==> config.mk <==
export PLATFORM = sky130hd
export DESIGN_NAME = vpu_core_seq
export DESIGN_NICKNAME = d
export VERILOG_FILES = /design/src/rtl/vpu_pkg.sv /design/src/rtl/vpu_mul_seq.sv /design/src/rtl/vpu_core_seq.sv
export SDC_FILE = /design/constraint.sdc
export NUM_CORES = 2
export LEC_CHECK = 0
export CORE_ASPECT_RATIO = 1.4
export CORE_MARGIN = 4
export CORE_UTILIZATION = 58
export CTS_CLUSTER_DIAMETER = 60
export DETAILED_ROUTE_END_ITERATION = 10
export PLACE_DENSITY_LB_ADDON = 0.05
export SYNTH_ARGS = -nofsm -noshare
export SYNTH_HDL_FRONTEND = slang
export SYNTH_SLANG_ARGS = --single-unit
==> constraint.sdc <==
create_clock -name clk -period 7.3 [get_ports clk]
set_input_delay 1.095 -clock clk [delete_from_list [all_inputs] [get_ports clk]]
set_output_delay 1.095 -clock clk [all_outputs]
set_load 0.02 [all_outputs]
==> src/rtl/vpu_pkg.sv <==
// Shared definitions for the sequential vector-processing-unit core:
// opcodes, instruction field positions, flag bit indices and FSM states.
package vpu_pkg;

   localparam logic [4:0] OP_MOVSGPR = 5'd0;
   localparam logic [4:0] OP_MOV     = 5'd1;
   localparam logic [4:0] OP_ADD     = 5'd2;
   localparam logic [4:0] OP_SUB     = 5'd3;
   localparam logic [4:0] OP_MUL     = 5'd4;
   localparam logic [4:0] OP_OR      = 5'd5;
   localparam logic [4:0] OP_AND     = 5'd6;
   localparam logic [4:0] OP_XOR     = 5'd7;
   localparam logic [4:0] OP_XNOR    = 5'd8;
   localparam logic [4:0] OP_NAND    = 5'd9;
   localparam logic [4:0] OP_NOR     = 5'd10;
   localparam logic [4:0] OP_NOT     = 5'd11;

   localparam int OP_MSB       = 31;
   localparam int OP_LSB       = 27;
   localparam int RDST_MSB     = 26;
   localparam int RDST_LSB     = 22;
   localparam int RS1_MSB      = 21;
   localparam int RS1_LSB      = 17;
   localparam int IMM_MODE_BIT = 16;
   localparam int RS2_MSB      = 15;
   localparam int RS2_LSB      = 11;
   localparam int IMM_MSB      = 15;
   localparam int IMM_LSB      = 0;

   localparam int FLAG_N = 3;
   localparam int FLAG_Z = 2;
   localparam int FLAG_C = 1;
   localparam int FLAG_V = 0;

   typedef enum logic [1:0] {
      ST_IDLE = 2'd0,
      ST_EXEC = 2'd1,
      ST_MUL  = 2'd2,
      ST_RET  = 2'd3
   } vpu_state_e;

endpackage

==> src/rtl/vpu_mul_seq.sv <==
// Iterative unsigned shift-add multiplier retiring MUL_STEP multiplier bits per cycle.
// done_o and product_o are valid combinationally during the final step.
module vpu_mul_seq
   import vpu_pkg::*;
#(
   parameter int DATA_W   = 32,
   parameter int MUL_STEP = 1
) (
   input  logic                clk,
   input  logic                rst_n,
   input  logic                start_i,
   input  logic [DATA_W-1:0]   a_i,
   input  logic [DATA_W-1:0]   b_i,
   output logic                busy_o,
   output logic                done_o,
   output logic [2*DATA_W-1:0] product_o
);
   localparam int NSTEP = DATA_W / MUL_STEP;
   localparam int CNT_W = $clog2(NSTEP + 1);
   localparam logic [CNT_W-1:0] LAST = CNT_W'(NSTEP - 1);

   logic                       busy_q;
   logic [CNT_W-1:0]           cnt_q;
   logic [DATA_W-1:0]          a_q, hi_q, lo_q;

   logic                       active, last;
   logic [CNT_W-1:0]           cnt_cur;
   logic [DATA_W-1:0]          a_cur, hi_cur, lo_cur;
   logic [DATA_W+MUL_STEP-1:0] partial, sum;

   // Start takes operands straight from the inputs so the first step needs no load cycle.
   always_comb begin
      active = start_i | busy_q;
      if (start_i) begin
         a_cur   = a_i;
         hi_cur  = '0;
         lo_cur  = b_i;
         cnt_cur = '0;
      end else begin
         a_cur   = a_q;
         hi_cur  = hi_q;
         lo_cur  = lo_q;
         cnt_cur = cnt_q;
      end
      partial   = {{MUL_STEP{1'b0}}, a_cur} * {{DATA_W{1'b0}}, lo_cur[MUL_STEP-1:0]};
      sum       = {{MUL_STEP{1'b0}}, hi_cur} + partial;
      product_o = {sum, lo_cur[DATA_W-1:MUL_STEP]};
      last      = (cnt_cur == LAST);
      done_o    = active & last;
      busy_o    = busy_q;
   end

   always_ff @(posedge clk or negedge rst_n) begin
      if (!rst_n) begin
         busy_q <= 1'b0;
         cnt_q  <= '0;
         a_q    <= '0;
         hi_q   <= '0;
         lo_q   <= '0;
      end else if (active) begin
         a_q    <= a_cur;
         hi_q   <= product_o[2*DATA_W-1:DATA_W];
         lo_q   <= product_o[DATA_W-1:0];
         cnt_q  <= cnt_cur + 1'b1;
         busy_q <= ~last;
      end
   end

endmodule

==> src/rtl/vpu_core_seq.sv <==
// Clocked VPU core: one instruction at a time over valid/ready, GPR file, SGPR,
// registered flags, iterative multiply, illegal detection and a debug read port.
module vpu_core_seq
   import vpu_pkg::*;
#(
   parameter int DATA_W   = 32,
   parameter int NUM_GPR  = 32,
   parameter int MUL_STEP = 1
) (
   input  logic              clk,
   input  logic              rst_n,
   input  logic              instr_valid,
   output logic              instr_ready,
   input  logic [31:0]       instr_data,
   output logic              done,
   output logic              illegal,
   output logic [3:0]        flags,
   output logic [DATA_W-1:0] sgpr,
   input  logic [4:0]        dbg_addr,
   output logic [DATA_W-1:0] dbg_data
);
   localparam int IDX_W = $clog2(NUM_GPR);

   // Handshake: a word transfers on a rising edge where instr_valid && instr_ready;
   // instr_ready is high only in IDLE and instr_data is ignored otherwise.
   vpu_state_e        state_q;
   logic [31:0]       ir_q;
   logic              ready_q, done_q, illegal_q;
   logic [3:0]        flags_q;
   logic [DATA_W-1:0] sgpr_q;
   logic [DATA_W-1:0] gpr_q [NUM_GPR];

   logic [4:0]        ir_op, ir_rdst, ir_rs1, ir_rs2;
   logic              ir_imm_mode, ir_legal;
   logic [DATA_W-1:0] imm_ext, op_a, op_b, wb_data_d;
   logic [DATA_W:0]   sum_w;
   logic              carry, ovf;
   logic [3:0]        flags_d;

   logic                mul_start, mul_busy, mul_done;
   logic [2*DATA_W-1:0] mul_prod;

   function automatic logic idx_ok(input logic [4:0] idx);
      return int'(idx) < NUM_GPR;
   endfunction

   // Only fields an opcode actually reads are range-checked; in imm mode rsrc2 is immediate bits.
   function automatic logic instr_legal(input logic [31:0] w);
      logic [4:0] op;
      logic       im, ok;
      op = w[OP_MSB:OP_LSB];
      im = w[IMM_MODE_BIT];
      ok = (op <= OP_NOT) && idx_ok(w[RDST_MSB:RDST_LSB]);
      if (op != OP_MOVSGPR && !(im && (op == OP_MOV || op == OP_NOT)))
         ok = ok && idx_ok(w[RS1_MSB:RS1_LSB]);
      if (!im && (op inside {OP_ADD, OP_SUB, OP_MUL, OP_OR, OP_AND, OP_XOR, OP_XNOR, OP_NAND, OP_NOR}))
         ok = ok && idx_ok(w[RS2_MSB:RS2_LSB]);
      return ok;
   endfunction

   assign ir_op       = ir_q[OP_MSB:OP_LSB];
   assign ir_rdst     = ir_q[RDST_MSB:RDST_LSB];
   assign ir_rs1      = ir_q[RS1_MSB:RS1_LSB];
   assign ir_rs2      = ir_q[RS2_MSB:RS2_LSB];
   assign ir_imm_mode = ir_q[IMM_MODE_BIT];
   assign imm_ext     = {{(DATA_W-16){1'b0}}, ir_q[IMM_MSB:IMM_LSB]};
   assign ir_legal    = instr_legal(ir_q);

   always_comb begin
      op_a      = gpr_q[ir_rs1[IDX_W-1:0]];
      op_b      = ir_imm_mode ? imm_ext : gpr_q[ir_rs2[IDX_W-1:0]];
      sum_w     = '0;
      carry     = 1'b0;
      ovf       = 1'b0;
      wb_data_d = '0;
      case (ir_op)
         OP_MOVSGPR: wb_data_d = sgpr_q;
         OP_MOV:     wb_data_d = ir_imm_mode ? imm_ext : op_a;
         OP_ADD: begin
            sum_w     = {1'b0, op_a} + {1'b0, op_b};
            wb_data_d = sum_w[DATA_W-1:0];
            carry     = sum_w[DATA_W];
            ovf       = (op_a[DATA_W-1] == op_b[DATA_W-1]) && (wb_data_d[DATA_W-1] != op_a[DATA_W-1]);
         end
         OP_SUB: begin
            wb_data_d = op_a - op_b;
            carry     = (op_a < op_b);
            ovf       = (op_a[DATA_W-1] != op_b[DATA_W-1]) && (wb_data_d[DATA_W-1] != op_a[DATA_W-1]);
         end
         OP_OR:      wb_data_d = op_a | op_b;
         OP_AND:     wb_data_d = op_a & op_b;
         OP_XOR:     wb_data_d = op_a ^ op_b;
         OP_XNOR:    wb_data_d = ~(op_a ^ op_b);
         OP_NAND:    wb_data_d = ~(op_a & op_b);
         OP_NOR:     wb_data_d = ~(op_a | op_b);
         OP_NOT:     wb_data_d = ir_imm_mode ? ~imm_ext : ~op_a;
         default:    wb_data_d = '0;
      endcase
      flags_d         = '0;
      flags_d[FLAG_N] = wb_data_d[DATA_W-1];
      flags_d[FLAG_Z] = (wb_data_d == '0);
      flags_d[FLAG_C] = carry;
      flags_d[FLAG_V] = ovf;
   end

   // The multiplier is idle only on the first MUL cycle, which is when operands are sampled.
   assign mul_start = (state_q == ST_MUL) && !mul_busy;

   vpu_mul_seq #(
      .DATA_W   (DATA_W),
      .MUL_STEP (MUL_STEP)
   ) u_mul (
      .clk       (clk),
      .rst_n     (rst_n),
      .start_i   (mul_start),
      .a_i       (op_a),
      .b_i       (op_b),
      .busy_o    (mul_busy),
      .done_o    (mul_done),
      .product_o (mul_prod)
   );

   always_ff @(posedge clk or negedge rst_n) begin
      if (!rst_n) begin
         state_q   <= ST_IDLE;
         ir_q      <= '0;
         ready_q   <= 1'b1;
         done_q    <= 1'b0;
         illegal_q <= 1'b0;
         flags_q   <= '0;
         sgpr_q    <= '0;
         for (int i = 0; i < NUM_GPR; i++) gpr_q[i] <= '0;
      end else begin
         done_q    <= 1'b0;
         illegal_q <= 1'b0;
         case (state_q)
            ST_IDLE: begin
               if (instr_valid && ready_q) begin
                  ir_q    <= instr_data;
                  ready_q <= 1'b0;
                  if (instr_data[OP_MSB:OP_LSB] == OP_MUL && instr_legal(instr_data))
                     state_q <= ST_MUL;
                  else
                     state_q <= ST_EXEC;
               end
            end
            ST_EXEC: begin
               if (ir_legal) begin
                  gpr_q[ir_rdst[IDX_W-1:0]] <= wb_data_d;
                  flags_q                   <= flags_d;
               end
               illegal_q <= ~ir_legal;
               done_q    <= 1'b1;
               state_q   <= ST_RET;
            end
            ST_MUL: begin
               if (mul_done) begin
                  gpr_q[ir_rdst[IDX_W-1:0]] <= mul_prod[DATA_W-1:0];
                  sgpr_q                    <= mul_prod[2*DATA_W-1:DATA_W];
                  flags_q                   <= {mul_prod[2*DATA_W-1], (mul_prod == '0), 2'b00};
                  done_q                    <= 1'b1;
                  state_q                   <= ST_RET;
               end
            end
            ST_RET: begin
               ready_q <= 1'b1;
               state_q <= ST_IDLE;
            end
            default: state_q <= ST_IDLE;
         endcase
      end
   end

   always_comb begin
      dbg_data = '0;
      if (idx_ok(dbg_addr)) dbg_data = gpr_q[dbg_addr[IDX_W-1:0]];
   end

   assign instr_ready = ready_q;
   assign done        = done_q;
   assign illegal     = illegal_q;
   assign flags       = flags_q;
   assign sgpr        = sgpr_q;

endmodule
* Word-level counts from Yosys, hierarchy flattened
Cells that the tools add are included.
W data, S select, Z words.
** Operators by class
- Add/subtract/negate cells :: 4
- Multiply operators :: 1
- Order comparisons :: 8
- Equality and inequality tests :: 22
- Multiplexer cells :: 40
- Bitwise logic cells :: 16
- Reduce and logical (&&, ||, !) cells :: 18
** Operators by type and width (count)
- $bwmux W1024 :: 2
- $mux W1024 :: 2
- $pmux W1024 S2 :: 1
- $bmux W32 S5 :: 3
- $mux W32 :: 13
- $pmux W32 S11 :: 1
- $demux W32 S5 :: 1
- $not A32 Y32 :: 4
- $logic_not A64 Y1 :: 1
- $add A32 B32 Y33 :: 1
- $add A32 B33 Y33 :: 1
- $mul A32 B1 Y33 :: 1
- $and A32 B32 Y32 :: 1
- $logic_not A32 Y1 :: 1
- $lt A32 B32 Y1 :: 1
- $not A16 Y32 :: 1
- $or A32 B32 Y32 :: 1
- $sub A32 B32 Y32 :: 1
- $xor A32 B32 Y32 :: 1
- $ge A6 B6 Y1 const B :: 4
- $not A5 Y6 :: 4
- $eq A5 B3 Y1 const B :: 4
- $eq A5 B4 Y1 const B :: 4
- $eq A5 B2 Y1 const B :: 2
- other kinds (27) :: 53
** Storage, ports and cells
- Register bits :: 1200
- Input port bits :: 40
- Output and inout port bits :: 71
- Logic and storage cells :: 153

* Depth between registers and ports, before layout
- Depth after elaboration :: 11
- Mapped depth :: 28
- Depth with buffers taken out :: 20

* By module
Synthesis repeated with hierarchy kept, for this count alone.
** Second synthesis, totals
- Cells, all modules :: 7028
- Area, all modules :: 78048.6 µm²
** Modules (own cells, without submodules)
- vpu_core_seq :: instances 1, cells an instance 6335, area each 71432.3 µm²
- vpu_mul_seq :: instances 1, cells an instance 693, area each 6616.3 µm²

* Worst setup path after synthesis
Ideal clock, no wire load.
- Path kind :: register -> register
- Start :: register ir_q[11]
- End :: register flags_q[2] (netlist: flags[2])
- Setup time :: 0.069 ns
- Arrival time :: 7.343 ns
- Setup slack :: -0.112 ns
- Cell stages (with the launch flop) :: 28
- Clock period less this slack :: 7.412 ns
- Cells stage by stage :: dfrtp_1 buf_2 buf_2 buf_2 buf_2 buf_2 buf_2 mux4_2 mux4_2 mux2i_1 o21ai_0 mux2i_1 clkbuf_1 nor2b_1 ha_1 fa_1 a211oi_1 o21ai_0 a211oi_1 o221ai_1 a21o_1 a21oi_1 o21ai_0 a21oi_1 xnor2_1 or3_1 or4b_2 nand3_1
** Between the ends
- Word-level cells in the longest chain between the ends :: 11
** RTL lines
- start: declaration :: line vpu_core_seq.sv:27 : logic [31:0] ir_q;
- start signal: assignment :: line vpu_core_seq.sv:139 : ir_q <= instr_data;
- $not A5 Y6 (not written as such) :: line vpu_core_seq.sv:71 : op_b = ir_imm_mode ? imm_ext : gpr_q[ir_rs2[IDX_W-1:0]];
- $bmux W32 S5 :: line vpu_core_seq.sv:71
- $mux W32 (not written as such) (2 in series) :: line vpu_core_seq.sv:71
- $mux W32 :: line vpu_core_seq.sv:71
- $mux W32, or another cell as far along :: line vpu_mul_seq.sv:34 : if (start_i) begin
- $mul A32 B1 Y33, or another cell as far along :: line vpu_mul_seq.sv:45 : partial = {{MUL_STEP{1'b0}}, a_cur} * {{DATA_W{1'b0}}, lo_cur[MUL_STEP-1:0]};
- $add A32 B33 Y33 or $pmux W32 S11 (tied branches) :: line vpu_mul_seq.sv:46, vpu_core_seq.sv:76
- $logic_not A64 Y1 or $logic_not A32 Y1 (tied branches) :: line vpu_core_seq.sv:160, vpu_core_seq.sv:101
- $mux W4, on equally long branches :: line vpu_core_seq.sv:157, vpu_core_seq.sv:148
- $pmux W4 S2 * :: line vpu_core_seq.sv:136 : case (state_q)
- end signal: assignment :: line vpu_core_seq.sv:150 : flags_q <= flags_d;
- end signal: assignment :: line vpu_core_seq.sv:160 : flags_q <= {mul_prod[2*DATA_W-1], (mul_prod == '0), 2'b00};
- end: declaration :: line vpu_core_seq.sv:29 : logic [3:0] flags_q;
Mark *: on every way between the ends. The rest lies on a longest branch, timed or not. The select of a mux whose other input is x is not followed.
A chain may end at the register's enable or synchronous reset.

* Worst setup path after layout
- Start :: register ir_q[21]
- End :: register flags_q[2] (netlist: flags[2])
** Between the ends
- Word-level cells in the longest chain between the ends :: 10
** RTL lines
- $not A5 Y6 (not written as such) * :: line vpu_core_seq.sv:70 : op_a = gpr_q[ir_rs1[IDX_W-1:0]];
- $bmux W32 S5 * :: line vpu_core_seq.sv:70
- $mux W32 (not written as such) * (2 in series) :: line vpu_core_seq.sv:70
- $mux W32, or another cell as far along :: line vpu_mul_seq.sv:34
- $mul A32 B1 Y33, or another cell as far along :: line vpu_mul_seq.sv:45
- $add A32 B33 Y33 or $pmux W32 S11 (tied branches) :: line vpu_mul_seq.sv:46, vpu_core_seq.sv:76
- $logic_not A64 Y1 or $logic_not A32 Y1 (tied branches) :: line vpu_core_seq.sv:160, vpu_core_seq.sv:101
- $mux W4, on equally long branches :: line vpu_core_seq.sv:157, vpu_core_seq.sv:148
- $pmux W4 S2 * :: line vpu_core_seq.sv:136
Marked as above.

==> results.md <==
* Required time worst endpoint at 8.02 ns
* First-pass GRT wire length at 449000 µm
* Post-synth EDFFs at 0
* DR vias/cell at 7.18
* #FFs+latches synth at 1200
* Die width at 317 µm
* TritonCTS Buffers at 131
* Run status: finished clean
* Critical path's largest stage delay at 0.70 ns
* Dpl hpwl at 204000 µm
* Core area at 132000 µm²
* CP cell instances: inv_2 -> mux2i_1 -> o22ai_1 -> nor2_2 -> ha_1 -> nor4_1 -> nand2_1 -> nor4_2 -> buf_4 -> nor3_1 -> o31ai_1 -> mux2i_1 -> nand4_1 -> or4b_1 -> or4_1 -> or4_1 -> nand3_1
* Max-cap check violation count at 0
* Largest net degree at the start of global routing at 182
* Initial drt markers at 7708
* Setup crit end kind: flip-flop
* Top_reg_cell synth: dfrtp_1
* Clock power share at 0.153
* Worst hold path class: input port to asynchronous set/reset pin
* Multi-input gate area at 44300 µm²
* Number of vias in the routed layout at 64800
* Fin crit share at 0.971
* Post-route minimum period at 7.09 ns
* Final Slew Violations at 0
* Syn nets at 7334
* Final non-filler cell total at 9023
* Leading cell type in the layout, fill and taps excluded: nand2_1
* Comb pwr share at 0.603
* Least-Margin Pin Slew at 1.27 ns
* Maximum clock insertion buffer count at 3
* Clock Latency Late Sink at 0.80 ns
* Skew final at 0.0257 ns
* DRC viols at 0
* Met2 Use GR at 0.684
* Crit path max-delay cell type: dfrtp_4
* Finish-stage setup viols at 0
* Area grow syn2layout at 11.8%
* Leading cell types in the layout, fill and taps excluded: nand2_1, dfrtp_1, o21ai_0
* Reg area at 30100 µm²
* Fill count at 10300
* NetSw at 22000 µW
* Register area share after synthesis at 0.388
* Asr flop ratio synth at 1.00
* Initial antenna violation count at 21
* H-Tree Level Count at 4
* DR pass1 iterations at 8
* Nets at 7327
* Hold Vio Cnt, Final at 0
* Netlist Area Pre-Place at 77300 µm²
* CP Launch Type: flip-flop
* Peak supply drop at 0.515 mV
* Synth unique cells at 93
* Antenna Violating Nets Remaining at 0
* Die area at 139000 µm²
* RePlAce Congestion at 1.01
* Sequential power share at 0.244
* GRT Total Usage at 0.449
* GR peak layer: met2
* Syn Inst Count at 7149
* Max Freq at 141 MHz
* Switch share at 0.489
* Remaining Overflow, GRT at 0
* Avg Cell Area, Syn at 10.8 µm²
* Worst Path Class, Setup: flip-flop to flip-flop
* Port bufs at 110
* I/O pins at 111
* Slew margin rel. at 0.151
* Hold slack at 0.251 ns
* Root Buffer: clkbuf_16
* Synth warnings at 0
* Total placed cells including tap cells at 8765
* Cell-internal power at 23000 µW
* Number of global-route vias before repair at 63800
* RSZ-0062 raised after global routing: false
* CTS tree: built
* Row count at 158
* Leak pwr at 0.0370 µW
* GR Util met3 at 0.128
* Worst-path fanout max at 23
* Setup TNS at 0 ns
* Fraction of layout cells with a size suffix above 1 at 0.255
* Routed len/inst at 34.4 µm
* Reg clk slew, reported paths at 0.06 ns
* DRT Wirelength at 310000 µm
* Die span in y at 440 µm
* Initial Utilization at 0.584
* M1 GR Usage at 0.549
* Crit path DAT at 7.80 ns
* Clock net sink count at 1200
* Pwr Density at 520 nW/µm²
## registers in the layout, indices dropped and copies added, names as in the netlist
register,flops
flags,4
instr_ready,1
state_q,2
done,1
u_mul.cnt_q,6
ir_q,32
gpr_q,1024
u_mul.hi_q,32
u_mul.a_q,32
u_mul.lo_q,32
u_mul.busy_o,1
illegal,1
sgpr,32
## through the flow
stage / power, µW / worst slack (ns) / utilization / area, µm²
2_1_floorplan: 25800 / 0.0163 / - / 77300
3_3_place_gp: 36900 / 0.206 / 0.619 / 81900
3_5_place_dp: 37200 / 0.137 / 0.619 / 81900
4_1_cts: 44000 / 0.106 / 0.652 / 86300
5_1_grt: 46800 / 0.00106 / 0.652 / 86400
6_report: 44900 / 0.213 / 0.653 / 86400
## worst paths after layout
path	slack [ns]	depth (start not counted)	to	from
setup / recovery	0.21	17	flags[2]$_DFFE_PN0P_	ir_q[21]$_DFFE_PN0P_
setup reg to reg	0.21	17	flags[2]$_DFFE_PN0P_	ir_q[21]$_DFFE_PN0P_
hold reg to reg	0.46	2	u_mul.hi_q[4]$_DFFE_PN0P_	u_mul.hi_q[4]$_DFFE_PN0P_
min in group clk	0.46	2	u_mul.hi_q[4]$_DFFE_PN0P_	u_mul.hi_q[4]$_DFFE_PN0P_
max in group asynchronous	5.21	3	gpr_q[1016]$_DFFE_PN0P_	rst_n
hold / removal	0.25	1	u_mul.cnt_q[2]$_DFFE_PN0P_	rst_n
## synth_stat cells (all sizes together), types with 20 or more instances
cell type	number	area, µm²
a211oi	26	213
a21o	28	210
a21oi	215	1080
a221oi	57	505
a22oi	112	841
a31oi	22	144
and2	45	282
buf	164	958
clkbuf	519	1950
dfrtp	1199	30000
ha	142	1780
inv	121	454
mux2	280	3150
mux2i	203	2060
mux4	792	17800
nand2	1246	4680
nand2b	26	163
nand3	60	300
nand4	35	219
nor2	244	918
nor2b	64	400
nor3	53	265
nor4	30	188
o211ai	29	218
o21ai	1048	5250
o22ai	20	125
o31ai	29	218
xnor2	26	228
## cell families after synthesis
group / after synthesis / synth area share
AO/OA/AOI/OAI: 1774 / 0.136
XOR/XNOR: 35 / 0.00397
adder cells (fa/ha/maj): 145 / 0.0238
buffers and inverters: 809 / 0.0437
flip-flops: 1200 / 0.388
multiplexers: 1275 / 0.298
AND/OR/NAND/NOR: 1911 / 0.106
## layout make-up
type | instances | area share
Multi-Input combinational cell | 5140 | 0.513
Sequential cell | 1200 | 0.348
Timing Repair Buffer | 543 | 0.0575
Clock buffer | 196 | 0.0452
Tap cell | 1760 | 0.0255
Inverter | 126 | 0.00547
Clock inverter | 42 | 0.00518
Antenna cell | 16 | 0.000463
## critical path: cells and delay by family (launching register included)
kind                       cells  cell delay, ns
adders and majority gates      1            0.43
DFF                            1            0.70
buffers and inverters          2            0.89
AOI/OAI and AO/OA              2            0.53
muxes                          2            0.71
and+or+nand+nor               10            3.68
## layer usage
metal	up-vias	share of wire
met5	-	0.00022
met4	10	0.093
met3	1261	0.12
met2	4351	0.45
met1	32500	0.34
li1	26700	-
## power groups by stage
stage	Clock [µW]	Sequential (µW)	Combinational (µW)
2_1_floorplan	0	9920	15900
3_3_place_gp	0	10900	26000
3_5_place_dp	0	11000	26200
4_1_cts	6900	10900	26300
5_1_grt	7170	11200	28500
6_report	6860	11000	27100
## what timing repair did
action,in CTS,in global routing
setup buffers,0,3
hold buffers,0,0
resized for setup,0,8
endpoints found under the setup margin,0,32
No activity file was read; power rests on OpenSTA's default activity.
==> edit: new RTL, same settings <==
Change the parameter `NUM_GPR` from 32 to 16.
--- a/src/rtl/vpu_core_seq.sv
+++ b/src/rtl/vpu_core_seq.sv
@@ -4,7 +4,7 @@
    import vpu_pkg::*;
 #(
    parameter int DATA_W   = 32,
-   parameter int NUM_GPR  = 32,
+   parameter int NUM_GPR  = 16,
    parameter int MUL_STEP = 1
 ) (
    input  logic              clk,
Check against the original RTL: not settled (the Yosys comparison gave no result); the edit may change what the design does.
==> edit against the original RTL <==
  * Final area fell by 38%
  * Largest power group unchanged
  * Cell count fell by 38%
  * Die area fell by 37%
  * Worst setup slack improved by 150 ps
  * Wire length fell by 38%
  * Sequential cell count fell by 512
  * Synthesized cell count fell by 38%
  * Synthesized area fell by 37%
  * Largest cell class unchanged
  * Clock power fell by 41%
  * Power fell by 34%
==> edit: results (changes against the original RTL) <==
set qor(global_route.usage.total_pct) 43.19 ;# was 44.89%
set qor(root_buffer) {clkbuf_16} ;# unchanged
set qor(drt-pass1-iter-count) 6 ;# was 8
set qor(cts_made_buffers) 74 ;# was 131
set qor(grt_pass1_wl_mm) 280.1 ;# was 448.5 mm
set qor(gp_congestion) 1.062 ;# was 1.007
set qor(worst_slew_margin_rel_pct) 17.03 ;# was 15.14%
set qor(yosysUniqueCellTypes) 99 ;# was 93
set qor(adder_cell_share_of_the_synthesized_area_pct) 3.555 ;# was 2.376%
set qor(portion_of_the_post_synthesis_area_used_by_sequential_elements_pct) 35.50 ;# was 38.84%
set qor(synth.area.top_cells) {dfrtp_1, mux4_2, mux2_2, mux2i_1, ha_1} ;# was dfrtp_1, mux4_2, o21ai_0, nand2_1, mux2_2
set qor(finish.net_count) 4643 ;# was 7,327
set qor(largest-register) {gpr_q} ;# unchanged
set qor(grt_antenna_before_repair) 7 ;# was 21
set qor(run_status) {complete, no violations} ;# unchanged
set qor(clock_pin_slew_of_the_registers_on_the_worst_case_setup_and_hold_paths_ps) 70
set qor(drt-initial-drc-count) 4581 ;# was 7,708
set qor(synth.yosys.warnings) 0 ;# unchanged
set qor(post-dp-hpwl_mm) 137.0 ;# was 204.3 mm
set qor(placedCellCount) 5470 ;# was 8,765
set qor(worstSkewPairLatency_ps) 660 ;# was 800 ps
set qor(hold_path.class) {in -> async} ;# unchanged
set qor(routed_wl_mm) 191.7 ;# was 310.4 mm
set qor(power.internal_mw) 14.52 ;# was 22.96 mW
set qor(detailroute.via_count) 40578 ;# was 64.78k
set qor(final_layout_size_suffix_gt1_share_pct) 28.77 ;# was 25.53%
set qor(largest_register_ffs) 512 ;# was 1,024
set qor(maximum_number_of_pins_on_one_net_before_global_route_repair) 169 ;# was 182
set qor(yosys.area_share.xor_xnor_pct) 0.6321 ;# was 0.3965%
set qor(worst_ep_arrival_time_ps) 7490 ;# was 7800 ps
set qor(cellLeakagePower_nw) 23.82 ;# was 37.00 nW
set qor(synth_cells) 4429 ;# was 7,149
set qor(synthMuxAreaShare_pct) 32.95 ;# was 29.81%
set qor(synth_top_family_by_area) {multiplexers} ;# unchanged
set qor(synth-compound-area-share_pct) 11.75 ;# was 13.55%
set qor(largest_clock_skew_in_the_final_design_ps) 39.80 ;# was 25.65 ps
set qor(cts_setup_buffers) 0 ;# unchanged
set qor(portBuffers) 110 ;# unchanged
set qor(worstPathMaxFanout) 24 ;# was 23
set qor(netlist_top_cells_count) {dfrtp_1, mux2_2, nand2_1} ;# was nand2_1, dfrtp_1, o21ai_0
set qor(cts-htree-levels) 3 ;# was 4
set qor(proportion_of_register_bits_with_asynchronous_set_or_reset_after_synthesis_pct) 100.0 ;# unchanged
set qor(ant_nets) 0 ;# unchanged
set qor(yosys_most_used_dff) {dfrtp_1} ;# unchanged
set qor(maximum_vdd_ir_drop_v) 0.0003776 ;# was 0.0005151 V
set qor(final_cells) 5611 ;# was 9,023
set qor(clock_path_buffers) 3 ;# unchanged
edit: cell type report:
cell class	instances	area, um2
fill	6544	29050
multi-input combinational	3238	29210
inverter	127	478.0
antenna	7	17.52
sequential	688	17240
timing repair buffer	338	2964
tap	1079	1350
clock buffer	95	2062
clock inverter	39	521.8
edit: worst max-delay path, cell delays in order, from the launching register on:
cell	delay, ps
dfrtp_4	740
buf_6	390
mux4_2	560
mux2i_1	150
nor2_1	50
a21oi_1	430
buf_4	260
ha_1	400
a211oi_1	310
nor2_1	100
o41ai_1	260
buf_4	190
nor4b_1	410
buf_4	200
or2_1	200
o32ai_1	110
nor4bb_1	490
or4b_1	470
or4_1	440
nor4_2	390
a32oi_1	170
o21ai_1	90
edit: power groups by stage:
stage               clock, mW  combinational (mW)  sequential, mW
detailed placement          0                18.5            6.56
floorplan                   0                11.9            5.77
CTS                      4.08                18.6            6.50
finish                   4.04                19.2            6.55
global route             4.24                20.1            6.70
global placement            0                18.5            6.49
edit: final timing paths:
check,slack (ps),cells after the start,startpoint,to
setup / recovery,360,21,ir_q[11]$_DFFE_PN0P_,flags[2]$_DFFE_PN0P_
hold / removal,390,1,rst_n,state_q[0]$_DFFE_PN0P_
setup reg to reg,360,21,ir_q[11]$_DFFE_PN0P_,flags[2]$_DFFE_PN0P_
hold reg to reg,460,2,u_mul.hi_q[15]$_DFFE_PN0P_,u_mul.hi_q[15]$_DFFE_PN0P_
max in group asynchronous,5350,2,rst_n,ir_q[18]$_DFFE_PN0P_
min in group clk,460,2,u_mul.hi_q[15]$_DFFE_PN0P_,u_mul.hi_q[15]$_DFFE_PN0P_
edit: metal layers:
layer  global-route usage, %  part of all wire (%)
met5                       0                0.0089
met4                   32.41                   9.7
met3                   9.602                   9.7
met2                   68.29                    46
met1                   51.86                    35
edit: cells by family (layout without fill, tap and decap cells):
group           Yosys count  in the layout
xor+xnor                 35             35
fa+ha+maj               136            136
compound gates          898            898
buf+inv                 503            599
flops                   688            688
simple gates           1117           1117
mux                    1052           1052
other cells               0              7
edit: what timing repair did:
item / CTS / global route
setup endpoints to repair: 0 / 17
gates resized for setup: 0 / 2
hold buffers: 0 / 0
edit: metrics by stage:
| step | setup WS, ps | cell area, um2 |
|---|---|---|
| after floorplan | 801.5 | 48500 |
| after global placement | 585.4 | 51240 |
| after detailed placement | 465.2 | 51240 |
| after CTS | 403.6 | 53820 |
| after global routing | 14.81 | 53830 |
| final | 363.5 | 53850 |
